===== config.mk =====
export PLATFORM = sky130hd
export DESIGN_NAME = if_pc_fetch
export DESIGN_NICKNAME = d
export VERILOG_FILES = /design/src/rtl/mips_if_pkg.sv /design/src/rtl/if_pc_fetch.sv
export SDC_FILE = /design/constraint.sdc
export NUM_CORES = 1
export LEC_CHECK = 0
export ABC_AREA = 0
export BUFFER_PORTS_ARGS = -buffer_cell sky130_fd_sc_hd__buf_4
export CELL_PAD_IN_SITES_DETAIL_PLACEMENT = 1
export CELL_PAD_IN_SITES_GLOBAL_PLACEMENT = 2
export CORE_MARGIN = 3
export CORE_UTILIZATION = 32
export DETAILED_ROUTE_END_ITERATION = 8
export PLACE_DENSITY = 0.83
export SLEW_MARGIN = 10
export SYNTH_ARGS = -nofsm -noshare
export SYNTH_HDL_FRONTEND = slang
export SYNTH_SLANG_ARGS = --single-unit

===== constraint.sdc =====
create_clock -name clk -period 2.4 [get_ports clk]
set_input_delay 0.12 -clock clk [delete_from_list [all_inputs] [get_ports clk]]
set_output_delay 0.12 -clock clk [all_outputs]
set_load 0.02 [all_outputs]

===== src/rtl/mips_if_pkg.sv =====
// Shared constants and state encoding for the MIPS IF-stage fetch sequencer.
// Latency: n/a (declarations only).
// Backpressure: n/a.
package mips_if_pkg;

    localparam int DEF_ADDR_W  = 8;
    localparam int DEF_INSTR_W = 32;
    localparam logic [DEF_ADDR_W-1:0] DEF_RESET_PC = 8'h00;

    typedef enum logic [1:0] {
        ST_IDLE = 2'd0,
        ST_REQ  = 2'd1,
        ST_HOLD = 2'd2
    } fetch_state_t;

endpackage


===== src/rtl/if_pc_fetch.sv =====
// PC register plus fetch sequencer: requests imem, lands each word in the IF/ID latch.
// Latency: a fetched word is visible on ifid_* the cycle after its imem ack.
// Backpressure: one skid entry absorbs an ack while ID stalls; fetch pauses (HOLD) until ID drains.
//
// Ports:
//   clk, rst_n              clock, synchronous active-low reset
//   pc_plus1_o / next_pc_i  pc+1 to the external next-PC mux, mux result back as next PC
//   flush_i                 branch redirect; kills in-flight and latched fetches
//   imem_req_o/addr_o       fetch request, address stable while request is high
//   imem_ack_i/data_i       single-cycle memory response
//   ifid_valid/instr/npc_o  IF/ID latch contents
//   id_ready_i              ID accepts the latch this cycle
module if_pc_fetch
    import mips_if_pkg::*;
#(
    parameter int                ADDR_W   = DEF_ADDR_W,
    parameter int                INSTR_W  = DEF_INSTR_W,
    parameter logic [ADDR_W-1:0] RESET_PC = DEF_RESET_PC
) (
    input  logic               clk,
    input  logic               rst_n,
    output logic [ADDR_W-1:0]  pc_plus1_o,
    input  logic [ADDR_W-1:0]  next_pc_i,
    input  logic               flush_i,
    output logic               imem_req_o,
    output logic [ADDR_W-1:0]  imem_addr_o,
    input  logic               imem_ack_i,
    input  logic [INSTR_W-1:0] imem_data_i,
    output logic               ifid_valid_o,
    output logic [INSTR_W-1:0] ifid_instr_o,
    output logic [ADDR_W-1:0]  ifid_npc_o,
    input  logic               id_ready_i
);

    fetch_state_t       state;
    logic [ADDR_W-1:0]  pc;
    logic [INSTR_W-1:0] skid_instr;
    logic [ADDR_W-1:0]  skid_npc;
    // Set when a flush lands while a request is still outstanding: the ack
    // that eventually answers it belongs to the wrong path and must be dropped.
    logic               kill;

    logic               latch_free;
    logic [ADDR_W-1:0]  fetch_npc;

    assign pc_plus1_o = pc + ADDR_W'(1);
    assign imem_req_o = (state == ST_REQ);
    assign latch_free = !ifid_valid_o || id_ready_i;
    assign fetch_npc  = imem_addr_o + ADDR_W'(1);

    always_ff @(posedge clk) begin
        if (!rst_n) begin
            state        <= ST_IDLE;
            pc           <= RESET_PC;
            imem_addr_o  <= '0;
            ifid_valid_o <= 1'b0;
            ifid_instr_o <= '0;
            ifid_npc_o   <= '0;
            skid_instr   <= '0;
            skid_npc     <= '0;
            kill         <= 1'b0;
        end else if (flush_i) begin
            // Redirect wins over everything, including an ID transfer this cycle.
            pc           <= next_pc_i;
            ifid_valid_o <= 1'b0;
            skid_instr   <= '0;
            skid_npc     <= '0;
            if (state == ST_REQ) begin
                if (imem_ack_i) begin
                    // Outstanding word arrives now and is dropped; request the target.
                    imem_addr_o <= next_pc_i;
                    kill        <= 1'b0;
                end else begin
                    // Address must stay put until the old request is answered.
                    kill <= 1'b1;
                end
            end else begin
                state       <= ST_REQ;
                imem_addr_o <= next_pc_i;
                kill        <= 1'b0;
            end
        end else begin
            // ID draining the latch with nothing new arriving empties it;
            // the branches below override this when a word moves in.
            if (ifid_valid_o && id_ready_i) begin
                ifid_valid_o <= 1'b0;
            end
            case (state)
                ST_IDLE: begin
                    state       <= ST_REQ;
                    imem_addr_o <= pc;
                end
                ST_REQ: begin
                    if (imem_ack_i) begin
                        if (kill) begin
                            kill        <= 1'b0;
                            imem_addr_o <= pc;
                        end else if (latch_free) begin
                            ifid_instr_o <= imem_data_i;
                            ifid_npc_o   <= fetch_npc;
                            ifid_valid_o <= 1'b1;
                            pc           <= next_pc_i;
                            imem_addr_o  <= next_pc_i;
                        end else begin
                            skid_instr <= imem_data_i;
                            skid_npc   <= fetch_npc;
                            pc         <= next_pc_i;
                            state      <= ST_HOLD;
                        end
                    end
                end
                ST_HOLD: begin
                    if (id_ready_i) begin
                        ifid_instr_o <= skid_instr;
                        ifid_npc_o   <= skid_npc;
                        ifid_valid_o <= 1'b1;
                        imem_addr_o  <= pc;
                        state        <= ST_REQ;
                    end
                end
                default: state <= ST_IDLE;
            endcase
        end
    end

endmodule


==> results.toml <==
[status]
status = "complete, no violations"

[die]
initial_core_util_pct = 32.82
fp-row-count = 43
core_area_mm2 = 0.01393
die_h_um = 125.5
dieArea_mm2 = 0.01576
ioPinCount = 103
fp.dieW_um = 125.5

[routing]
met1_length_um = 6041
first_iter_violations = 155
vias = 4048
firstDrtPassIters = 4
wl_um = 13340
postRouteAntennaNets = 0
via_per_inst = 5.150
wl_met2_um = 6533
drc = 0
wl_met3_um = 576
avgRoutedWirePerCell_um = 16.97
routed.top_layer = "met4"

[cells_and_area]
fin_area_mm2 = 0.005799
antenna_cells = 0
drive_gt1_share_pct = 22.94
nNetsFinal = 651
fin_cells = 786
syn2layout_area_growth_pct = 26.81
fin_util_pct = 41.62

[global_route]
grt_pass1_vias = 4297
grt_max_degree = 47
grt_overflow = 0
grt_pass1_wl_um = 22190
antenna_found_initial = 0
grtUsageTotal_pct = 17.23

[sta]
rsz0062_at_grt = "false"
drv_slew = 0
setup_tns_ns = 0
setup_viol = 0
maxSlewHeadroom_pct = 41.30
clock_skew_ns = 0.008923
finalCriticalPeriod_ns = 1.937
hold_viol = 0
worst_pin_slew_ns = 0.8793
post-route-period-util_pct = 80.70
fmax_mhz = 516.3

[synthesis]
synth.distinct_cells = 46
synth_adder_area_share_pct = 1.368
synth_area_per_cell_um2 = 8.761
ys_dominant_reg_cell = "dfxtp_1"
synthSimpleGateAreaFrac_pct = 14.36
yosysWarnings = 0
synth_top_family_by_area = "compound AO/OA/AOI/OAI gates"
yosysTopAreaCell = "dfxtp_1"
synth_edf_count = 0
synth_seq_cells = 100
synth-compound-area-share_pct = 22.00
synthesis.nets = 572
synth_xor_xnor_area_share_pct = 2.107
seq_area_frac_synth_pct = 43.78
yosysTopAreaCellShare_pct = 43.78
post_synth_instance_area_mm2 = 0.004573
synthMuxAreaShare_pct = 10.94
synthCells = 522
ys_async_sr_fraction_pct = 0
yosys-top-cells-area = "dfxtp_1, mux2i_1, a21oi_1"

[critical_path]
start_kind = "register"
ff2ff_setup_slack_ns = 0.46
slowest_delay_ns = 0.51
crit_type = "reg2reg"
cp_cell_sequence = "inv_1 > ha_1 > nor2b_1 > a21oi_1 > o32ai_4 > mux2i_1"
worstPathRequired_ns = 2.68
critPathSlowestCell = "o32ai_4"
end_kind = "register"
crit_fanout = 8
cp.arrival_ns = 2.22

[clocking]
cts_buffers = 9
cts_tree = "yes"
cts.path.max_buffers = 2
h-tree-depth = 3
clock_latency_ns = 0.35
cts_resized = 0
cts_num_sinks = 100
post-cts-setup-buffer-count = 0
clk_pin_slew_ns = 0.07
cts_root_buffer = "clkbuf_16"
holdBufCountCts = 0

[pwr]
p_int_mw = 3.064
combPwrFrac_pct = 23.1
p_sw_share_pct = 30.06
power.leakage_nw = 2.131
power_density_mw_per_mm2 = 755.5
pwr-share-seq_pct = 42.7
switching_power_mw = 1.317
power.share.clock_pct = 34.2
vdd_drop_max_mv = 0.3693

[placement]
gp_congestion = 0.8209
place_area_mm2 = 0.005495
hpwl_um = 9064
io_buffer_count = 102
placedCellCount = 770

[min_path]
hold_path.class = "in2reg"

[flow_run]
cap_violations = 0
==> worst max-delay path, delay by kind of cell, from the launching register on <==
family / cells / cell delay, ns
adders and majority gates: 1 / 0.19
AOI/OAI and AO/OA: 2 / 0.68
buffers and inverters: 1 / 0.10
DFF: 1 / 0.32
muxes: 1 / 0.26
and+or+nand+nor: 1 / 0.32
==> synth_stat cells (2+ instances only) <==
cell type  count
xor2_1         5
nand2_1       88
o21a_1        10
clkbuf_1      17
mux2i_1       50
ha_1           5
buf_4          5
a21oi_1       75
nand2b_1       6
o32ai_1        2
nor3_1         9
a211oi_1      39
a41o_1         3
nand4_1        2
nand3_1        8
buf_1          2
o21ai_0       10
nor2_1        22
inv_1          7
nor2b_1        2
inv_2          2
dfxtp_1      100
and3_1         2
nor3b_1        6
xnor2_1        6
buf_2         19
==> per-stage QoR <==
step                setup slack (ns)  total power [mW]  hold slack [ns]
finish                        0.4631             4.382          0.01308
global route                  0.2312             4.606          0.02454
CTS                           0.4632             4.435         0.005569
detailed placement            0.4766             2.928           0.3760
global placement              0.6082             2.896           0.3644
floorplan                     0.5964             2.508           0.2560
==> layer usage <==
layer	vias to the layer above	global-route usage, %
li1	1997	-
met1	1966	21.32
met2	71	29.48
met3	14	4.998
met4	0	4.337
met5	-	0
==> kinds of logic (layout without fill, tap and decap cells) <==
logic type               count (synthesis)  after routing
AO/OA/AOI/OAI                          153            153
XOR/XNOR                                11             11
adder cells (fa/ha/maj)                  5              5
buffers and inverters                   53            137
flip-flops                             100            100
multiplexers                            50             50
AND/OR/NAND/NOR                        150            150
==> cell usage in the layout (no fill, tap or decap), types with 2 or more instances in the layout <==
master     instances
buf_4            108
dfxtp_1          100
nand2_1           88
a21oi_1           75
mux2i_1           50
a211oi_1          39
nor2_1            21
o21a_1            10
o21ai_0           10
nor3_1             9
clkbuf_16          9
nand3_1            8
inv_1              7
xnor2_1            6
nor3b_1            6
xor2_1             5
nand2b_1           5
ha_1               4
buf_12             4
a41o_1             3
nand4_1            2
nor2b_1            2
inv_2              2
o32ai_1            2
clkbuf_8           2
clkinv_2           2
==> worst paths after layout <==
check,from,to,cells after the start
min reg2reg,skid_instr[28],skid_instr[28],2
min,next_pc_i[6],pc[6],3
max,state[1],imem_addr_o[6],6
max reg2reg,state[1],imem_addr_o[6],6
==> registers in the layout (all words and copies together), names as in the netlist <==
register / count
ifid_npc_o: 8
kill: 1
imem_addr_o: 8
skid_npc: 8
ifid_valid_o: 1
skid_instr: 32
ifid_instr_o: 32
state: 2
pc: 8
==> power groups by stage <==
| stage | Combinational [mW] | Sequential (mW) | Clock [mW] |
|---|---|---|---|
| 3_3_place_gp | 0.994 | 1.90 | 0 |
| 2_1_floorplan | 0.509 | 2.00 | 0 |
| 6_report | 1.01 | 1.87 | 1.50 |
| 3_5_place_dp | 1.02 | 1.91 | 0 |
| 4_1_cts | 1.02 | 1.87 | 1.54 |
| 5_1_grt | 1.10 | 1.88 | 1.62 |
==> layout make-up <==
type / count / area (um2)
timing repair buffer: 112 / 890.9
sequential: 100 / 2002
fill: 1635 / 8135
clock inverter: 4 / 47.55
inverter: 9 / 33.78
clock buffer: 12 / 256.5
multi-input combinational: 369 / 2344
tap: 180 / 225.2
(Power assumes the default switching activity.)
